===== src/rtl/mem_req_unit.sv =====
// mem_req_unit: in-order load/store issue unit with alignment checks, byte-lane formatting and DEPTH outstanding SRAM-bus requests
module mem_req_unit #(
  parameter int DEPTH  = 2,
  parameter int ADDR_W = 32
) (
  input  logic              clk,
  input  logic              reset,
  input  logic              in_valid,
  output logic              in_ready,
  input  logic [3:0]        in_op,
  input  logic [ADDR_W-1:0] in_addr,
  input  logic [31:0]       in_rt,
  input  logic              flush,
  output logic              ex_valid,
  output logic [4:0]        ex_code,
  output logic [ADDR_W-1:0] ex_badvaddr,
  output logic              req,
  output logic              wr,
  output logic [2:0]        size,
  output logic [ADDR_W-1:0] addr,
  output logic [3:0]        wstrb,
  output logic [31:0]       wdata,
  input  logic              addr_ok,
  input  logic              data_ok,
  input  logic [31:0]       rdata,
  output logic              resp_valid,
  output logic              resp_store,
  output logic [31:0]       resp_data,
  output logic              busy
);
  localparam int PW = DEPTH > 1 ? $clog2(DEPTH) : 1;
  localparam int CW = $clog2(DEPTH + 1);
  localparam logic [CW-1:0] FULL = CW'(DEPTH);
  localparam logic [3:0] LW = 4'd0, LB = 4'd1, LBU = 4'd2, LH = 4'd3, LHU = 4'd4, LWL = 4'd5, LWR = 4'd6;
  localparam logic [3:0] SW = 4'd8, SB = 4'd9, SH = 4'd10, SWL = 4'd11, SWR = 4'd12;
  logic              hold_v;
  logic [3:0]        hold_op, hold_strb;
  logic [1:0]        hold_low;
  logic [ADDR_W-1:0] hold_addr;
  logic [31:0]       hold_rt, hold_wdata;
  logic [2:0]        hold_size;
  logic [3:0]        f_op [DEPTH];
  logic [1:0]        f_low [DEPTH];
  logic [31:0]       f_rt [DEPTH];
  logic [DEPTH-1:0]  f_dead;
  logic [PW-1:0]     wp, rp;
  logic [CW-1:0]     cnt;
  logic [1:0]        lo, h_low;
  logic              mis, accept, push, pop, is_l, is_r;
  logic [2:0]        n_size;
  logic [3:0]        n_strb, h_op;
  logic [31:0]       n_wdata, h_rt, sh;
  logic [ADDR_W-1:0] n_addr;
  assign lo     = in_addr[1:0];
  assign is_l   = in_op == LWL || in_op == SWL;
  assign is_r   = in_op == LWR || in_op == SWR;
  assign mis    = ((in_op == LW || in_op == SW) && lo != 2'b00) ||
                  ((in_op == LH || in_op == LHU || in_op == SH) && lo[0]);
  assign req      = hold_v & (cnt < FULL) & ~flush;
  assign in_ready = (~hold_v | (req & addr_ok)) & ~flush;
  assign accept   = in_valid & in_ready;
  assign push     = req & addr_ok;
  assign pop      = data_ok & (cnt != '0);
  assign ex_valid    = accept & mis;
  assign ex_code     = in_op[3] ? 5'h05 : 5'h04;
  assign ex_badvaddr = in_addr;
  assign wr    = hold_op[3];
  assign size  = hold_size;
  assign addr  = hold_addr;
  assign wstrb = hold_strb;
  assign wdata = hold_wdata;
  assign busy  = hold_v | (cnt != '0);
  // Bus fields are formatted at accept time so the issue cycle only drives flops.
  always_comb begin
    n_addr  = is_l ? {in_addr[ADDR_W-1:2], 2'b00} : in_addr;
    n_size  = is_l ? (lo[1] ? 3'd2 : {2'b00, lo[0]}) :
              is_r ? (lo[1] ? {2'b00, ~lo[0]} : 3'd2) :
              (in_op == LW || in_op == SW) ? 3'd2 :
              (in_op == LH || in_op == LHU || in_op == SH) ? 3'd1 : 3'd0;
    n_strb  = in_op == SB  ? 4'b0001 << lo :
              in_op == SH  ? (lo[1] ? 4'b1100 : 4'b0011) :
              in_op == SW  ? 4'b1111 :
              in_op == SWL ? 4'b1111 >> ~lo :
              in_op == SWR ? 4'b1111 << lo : 4'b0000;
    n_wdata = in_op == SB  ? {4{in_rt[7:0]}} :
              in_op == SH  ? {2{in_rt[15:0]}} :
              in_op == SWL ? in_rt >> {~lo, 3'b000} :
              in_op == SWR ? in_rt << {lo, 3'b000} : in_rt;
  end
  always_comb begin
    h_op       = f_op[rp];
    h_low      = f_low[rp];
    h_rt       = f_rt[rp];
    sh         = rdata >> {h_low, 3'b000};
    resp_valid = pop & ~f_dead[rp];
    resp_store = h_op[3];
    resp_data  = h_op[3]     ? 32'h0 :
                 h_op == LB  ? {{24{sh[7]}}, sh[7:0]} :
                 h_op == LBU ? {24'h0, sh[7:0]} :
                 h_op == LH  ? {{16{sh[15]}}, sh[15:0]} :
                 h_op == LHU ? {16'h0, sh[15:0]} :
                 h_op == LWL ? (rdata << {~h_low, 3'b000}) | (h_rt & ~(32'hFFFF_FFFF << {~h_low, 3'b000})) :
                 h_op == LWR ? sh | (h_rt & ~(32'hFFFF_FFFF >> {h_low, 3'b000})) : rdata;
  end
  always_ff @(posedge clk) begin
    if (reset) begin
      hold_v     <= 1'b0;
      hold_op    <= '0;
      hold_low   <= '0;
      hold_addr  <= '0;
      hold_rt    <= '0;
      hold_size  <= '0;
      hold_strb  <= '0;
      hold_wdata <= '0;
      wp         <= '0;
      rp         <= '0;
      cnt        <= '0;
      f_dead     <= '0;
    end else begin
      if (flush) hold_v <= 1'b0;
      else if (accept & ~mis) begin
        hold_v     <= 1'b1;
        hold_op    <= in_op;
        hold_low   <= lo;
        hold_addr  <= n_addr;
        hold_rt    <= in_rt;
        hold_size  <= n_size;
        hold_strb  <= n_strb;
        hold_wdata <= n_wdata;
      end else if (push) hold_v <= 1'b0;
      f_dead <= f_dead | {DEPTH{flush}};
      if (push) begin
        f_op[wp]   <= hold_op;
        f_low[wp]  <= hold_low;
        f_rt[wp]   <= hold_rt;
        f_dead[wp] <= flush;
        wp         <= wp == PW'(DEPTH - 1) ? '0 : wp + 1'b1;
      end
      if (pop) rp <= rp == PW'(DEPTH - 1) ? '0 : rp + 1'b1;
      cnt <= cnt + CW'(push) - CW'(pop);
    end
  end
endmodule

===== config.mk =====
export PLATFORM = sky130hd
export DESIGN_NAME = mem_req_unit
export DESIGN_NICKNAME = d
export VERILOG_FILES = /design/src/rtl/mem_req_unit.sv
export SDC_FILE = /design/constraint.sdc
export NUM_CORES = 1
export LEC_CHECK = 0
export BUFFER_PORTS_ARGS = -buffer_cell sky130_fd_sc_hd__buf_2
export CAP_MARGIN = 20
export CORE_MARGIN = 8
export CORE_UTILIZATION = 40
export DETAILED_ROUTE_END_ITERATION = 6
export SYNTH_ARGS = -nofsm -noshare
export SYNTH_HDL_FRONTEND = slang
export SYNTH_SLANG_ARGS = --single-unit

===== constraint.sdc =====
create_clock -name clk -period 4.2 [get_ports clk]
set_input_delay 0.42 -clock clk [delete_from_list [all_inputs] [get_ports clk]]
set_output_delay 0.42 -clock clk [all_outputs]
set_load 0.01 [all_outputs]

### After elaboration in Yosys (flattened, before gate mapping)

Memory sizes are Yosys's and may differ from the RTL's. A register that Yosys moved wholly into a read port is not among the register bits.
Cells that the tools add are included.

* bits in registers: 116
* memories: 3
* bits in read-only memories: 0
* latch bits: 0
* memory bits (writable): 76

Memory list
* f_rt: words 2, width 32, read ports 1, clocked after Yosys merged registers in 1, wr ports 1, line 44 `logic [31:0] f_rt [DEPTH];`
* f_op: words 2, width 4, read ports 1, clocked after Yosys merged registers in 1, wr ports 1, line 42 `logic [3:0] f_op [DEPTH];`
* f_low: words 2, width 2, read ports 1, clocked after Yosys merged registers in 1, wr ports 1, line 43 `logic [1:0] f_low [DEPTH];`

* $lt $le $gt $ge: 4
* multiply operators: 0
* reductions and logical operators: 15
* bitwise logic cells: 25
* shift-type cells: 9
* muxes and demuxes: 44
* add/subtract/negate cells: 4
* equality and inequality tests: 15
* div/mod/pow operators: 0

Operators with widths (count)
* $mux W32: 11
* $and A32 B32 Y32: 2
* $not A32 Y32: 2
* $or A32 B32 Y32: 2
* $shl A32 B5 Y32: 2
* $shr A32 B5 Y32: 2
* $shl A32 B5 Y32 const A: 1
* $shr A32 B5 Y32 const A: 1
* $eq A4 B3 Y1 const B: 6
* $mux W4: 6
* $eq A4 B4 Y1 const B: 5
* $mux W1: 18
* $mux W2: 7
* $eq A4 B2 Y1 const B: 3
* $and A1 B1 Y1: 9
* $logic_or A1 B1 Y1: 6
* $reduce_bool A2 Y1: 3
* $not A1 Y1: 5
* $eq A4 B1 Y1 const B: 1
* $logic_not A4 Y1: 1
* $lt A1 B2 Y1 const B: 2
* $not A2 Y2: 2
* $shl A1 B2 Y4 const A: 1
* $shl A4 B2 Y4 const A: 1
* other kinds (13): 17

### Logic depth before layout (Yosys ltp)

* word-level depth: 11
* mapped depth: 10
* depth with buffers taken out: 8

### Worst setup path before layout

OpenSTA, ideal clock, no wires.

* path kind: input-to-reg
* start point: input flush
* end point: memory f_low[1][0], enable pin
* buffers on the path: 0
* arrival: 3.963 ns
* slack: -0.252 ns
* stages: 3
* cells stage by stage: nor3b_1 > nand2_1 > nor3b_1

* cells in the longest elaborated chain, start to end: 6

RTL lines
* start: declaration: line 13 `input logic flush,`
* $not A1 Y1 (no line)
* $and A1 B1 Y1: line 59 `assign req = hold_v & (cnt < FULL) & ~flush;`
* $and A1 B1 Y1: line 62 `assign push = req & addr_ok;`
* $mux W1: line 132 `if (push) begin`
* $mux W1: line 106 `if (reset) begin`
* $mux W1 (not written as such): line 134 `f_low[wp] <= hold_low;`
* end: declaration: line 43

Every way passes these cells.

==> metrics <==
status completed; Max-slew headroom around two fifths; gpl congestion 0.938; Synth cell types between 70 and 80; post-synthesis async set-or-reset flop share 0%; RSZ-0062 raised after global routing false; HPWL after DPL around 27 mm; multiplexer share of the synthesized area under 10%; post-synthesis cell count between 1000 and 1500; DRT Pass-1 Iters 6; gr usage total between 20% and 30%; I/O pin cnt ~250; Worst R2R Setup Slack 1.88 ns; Clock transition at path regs approximately 0.080 ns; Critical Path RT ~3.8 ns; cts hold-fix bufs 0; die area approximately 32000 sq um; Reg-to-Reg End wdata[27]$_SDFFE_PP0P_; CTS tree done; Cell Rows 60; Synth Area in Compound Gates between 20 and 25%; post-route setup slack around 0.45 ns; Sequential Power Share 38.6%; first-pass GRT wire length between 50 and 60 mm; Initial Utilization 40.4%; layout cell share with drive strength beyond 1 26.1%; Num CTS Buffers 17; DRC viols 0; r2r worst-path depth 7; worst hold path class primary input to flip-flop; Worst Hold Launch in_addr[15]; Synth Area in Simple Gates about 17%; origin of the critical flop-to-flop path cnt[1]$_SDFF_PP0_; diode count 0; post_cts resized 0; Min Hold Slack roughly 0.22 ns; initial antenna violation count 0; die span in y 180 microns; Iteration-0 DRC Markers 1232; post-layout min period 3.75 ns; synthesis warning total 0; worst-path fanout max 23; grt ovf 0; Clk Latency, worst-skew pair roughly 0.43 ns; clock sink count ~190; Hold Fails Final Rpt 0; vias in the first global route about 9900; largest family of logic cells by synthesized area compound AO/OA/AOI/OAI gates; P_int around 3500 uW; # Post-CTS Setup Buffers 0; Core ar. 26700 sq um; critical path class flip-flop to output port; area leader, netlist dfxtp_1; H-tree Lvls 4; Net Sw Frac between 30% and 40%; Synth Flop Type dfxtp_1; setup TNS 0 ns; max cap viols 0; CP endpoint kind output port; clock share of power about 30%; synth top area cells dfxtp_1, edfxtp_1, nand2_1, a21oi_1, mux2i_1; remaining antenna violation count 0; area share of fa/ha/maj cells after synthesis less than 1%; arrival time of the worst setup path around 3.3 ns; final worst path period share roughly nine tenths; VDD IR max about 290 uV; Max Fclk between 200 and 300 MHz; Die Wd between 150 and 200 microns; Layout area overhead 16.9%; Switching Power roughly 1900 uW; Hold Path Depth 3; Yosys top cell area share around 22%; Total Wirelength ~37 mm; via count approximately 10000; Least-Margin Pin Slew 0.900 ns; combinational power share between 30% and 40%; pwr dens roughly 430 nW/um^2; Layout Skew approximately 0.015 ns; final core occ a little under half; FF+latch count, synth about 190; Synth Area per Inst about 9 sq um; root buffer cell clkbuf_16; Critical Path Start Type flip-flop; Setup violations, final 0; clk buf depth 2; Leakage between 0.005 and 0.006 uW; Place WS around 1 ns; synthesized area roughly 11000 sq um; Synth Area in XOR/XNOR 0.325%; hold endpoint addr[15]$_SDFFE_PP0P_; routed len/inst roughly 21 microns; number of port buffers 247; EDFF count, synth 76; Final Max Slew Viols 0; Final #Nets around 1500; largest net degree at the start of global routing 73; fill count approximately 2600; Via density 5.92; sequential share of the synthesized area between 40% and 50%
==> layer usage <==
layer,track usage [%],routed length (microns)
met3,5.20,3530
met5,0,0
met2,33.8,16500
met1,29.2,16100
met4,7.04,852
==> metrics by stage <==
stage                     power [uW]  instances  area, sq um
after global routing            5660       1722        12600
after global placement          3790       1690        12000
final                           5400       1722        12600
after detailed placement        3790       1690        12000
after floorplan                 3260       1212        10800
after CTS                       5420       1722        12600
==> critical path, stage by stage (launching register included) <==
cell and delay (ns):
dfxtp_2 0.60, mux2_2 0.48, buf_4 0.39, nand2_1 0.10
a21oi_1 0.19, o221ai_2 0.33, nor4_1 0.57, buf_2 0.23
==> synth_stat cells (all sizes together), types with 19 or more instances <==
| master | n |
|---|---|
| nand2 | 239 |
| nor2 | 63 |
| mux2i | 57 |
| dfxtp | 116 |
| o211ai | 19 |
| nand3 | 30 |
| a221oi | 28 |
| clkbuf | 63 |
| a211oi | 22 |
| a21oi | 151 |
| o21ai | 22 |
| buf | 78 |
| edfxtp | 76 |
==> worst max path at each step <==
stage	start	to	slack, ns	cells past startpoint
CTS	flip-flop	resp_data[11]	0.50	7
global route	flip-flop	resp_data[18]	0.22	7
floorplan	flush	f_low[1][0]$_DFFE_PP_	1.07	3
detailed placement	flip-flop	resp_data[11]	0.99	7
finish	flip-flop	resp_data[18]	0.45	7
global placement	flip-flop	resp_data[18]	1.01	7
==> cells by family after synthesis <==
kind of cell,after synthesis
compound gates,373
xor+xnor,4
fa+ha+maj,2
buf+inv,150
flops,192
mux,80
other cells,2
simple gates,406
==> power groups by stage <==
stage	clock [uW]	combinational [uW]	sequential [uW]
floorplan	0	1150	2110
global placement	0	1670	2130
detailed placement	0	1660	2130
CTS	1660	1670	2090
global route	1740	1820	2100
finish	1630	1690	2090
==> sequential cells by signal, indices dropped and copies added (netlist names), 4 cells and up, named ones only <==
signal,count
f_rt,64
f_low,4
f_op,8
wstrb,4
wdata,32
hold_op,4
hold_rt,32
addr,32
==> cell usage in the layout (no fill, tap or decap), drive strengths merged, types with 5 or more instances in the layout <==
master	count
a22oi	9
a2bb2oi	7
and3b	7
buf	278
o41ai	14
nor2	63
dfxtp	116
nor3	17
a221o	16
o221a	9
clkinv	8
o211ai	19
clkbuf	18
o311ai	10
mux2	14
o2111ai	8
inv	15
nand2	239
nand3	30
a22o	16
nor3b	7
nor4	6
o221ai	11
conb	5
a221oi	28
a21oi	151
mux4	9
mux2i	57
a211oi	22
o21ai	22
edfxtp	76
nand2b	6
nor2b	7
a31oi	5
==> layout make-up <==
cell class                      instances  area [sq um]  area share (%)
Multi-Input combinational cell        870          5470            43.3
Tap cell                              341           427            3.38
Clock buffer                           18           450            3.57
Sequential cell                       192          4610            36.5
Inverter                                9          33.8           0.268
Timing Repair Buffer                  278          1470            11.7
Clock inverter                         14           158            1.25
No activity file was read; power rests on OpenSTA's default activity.
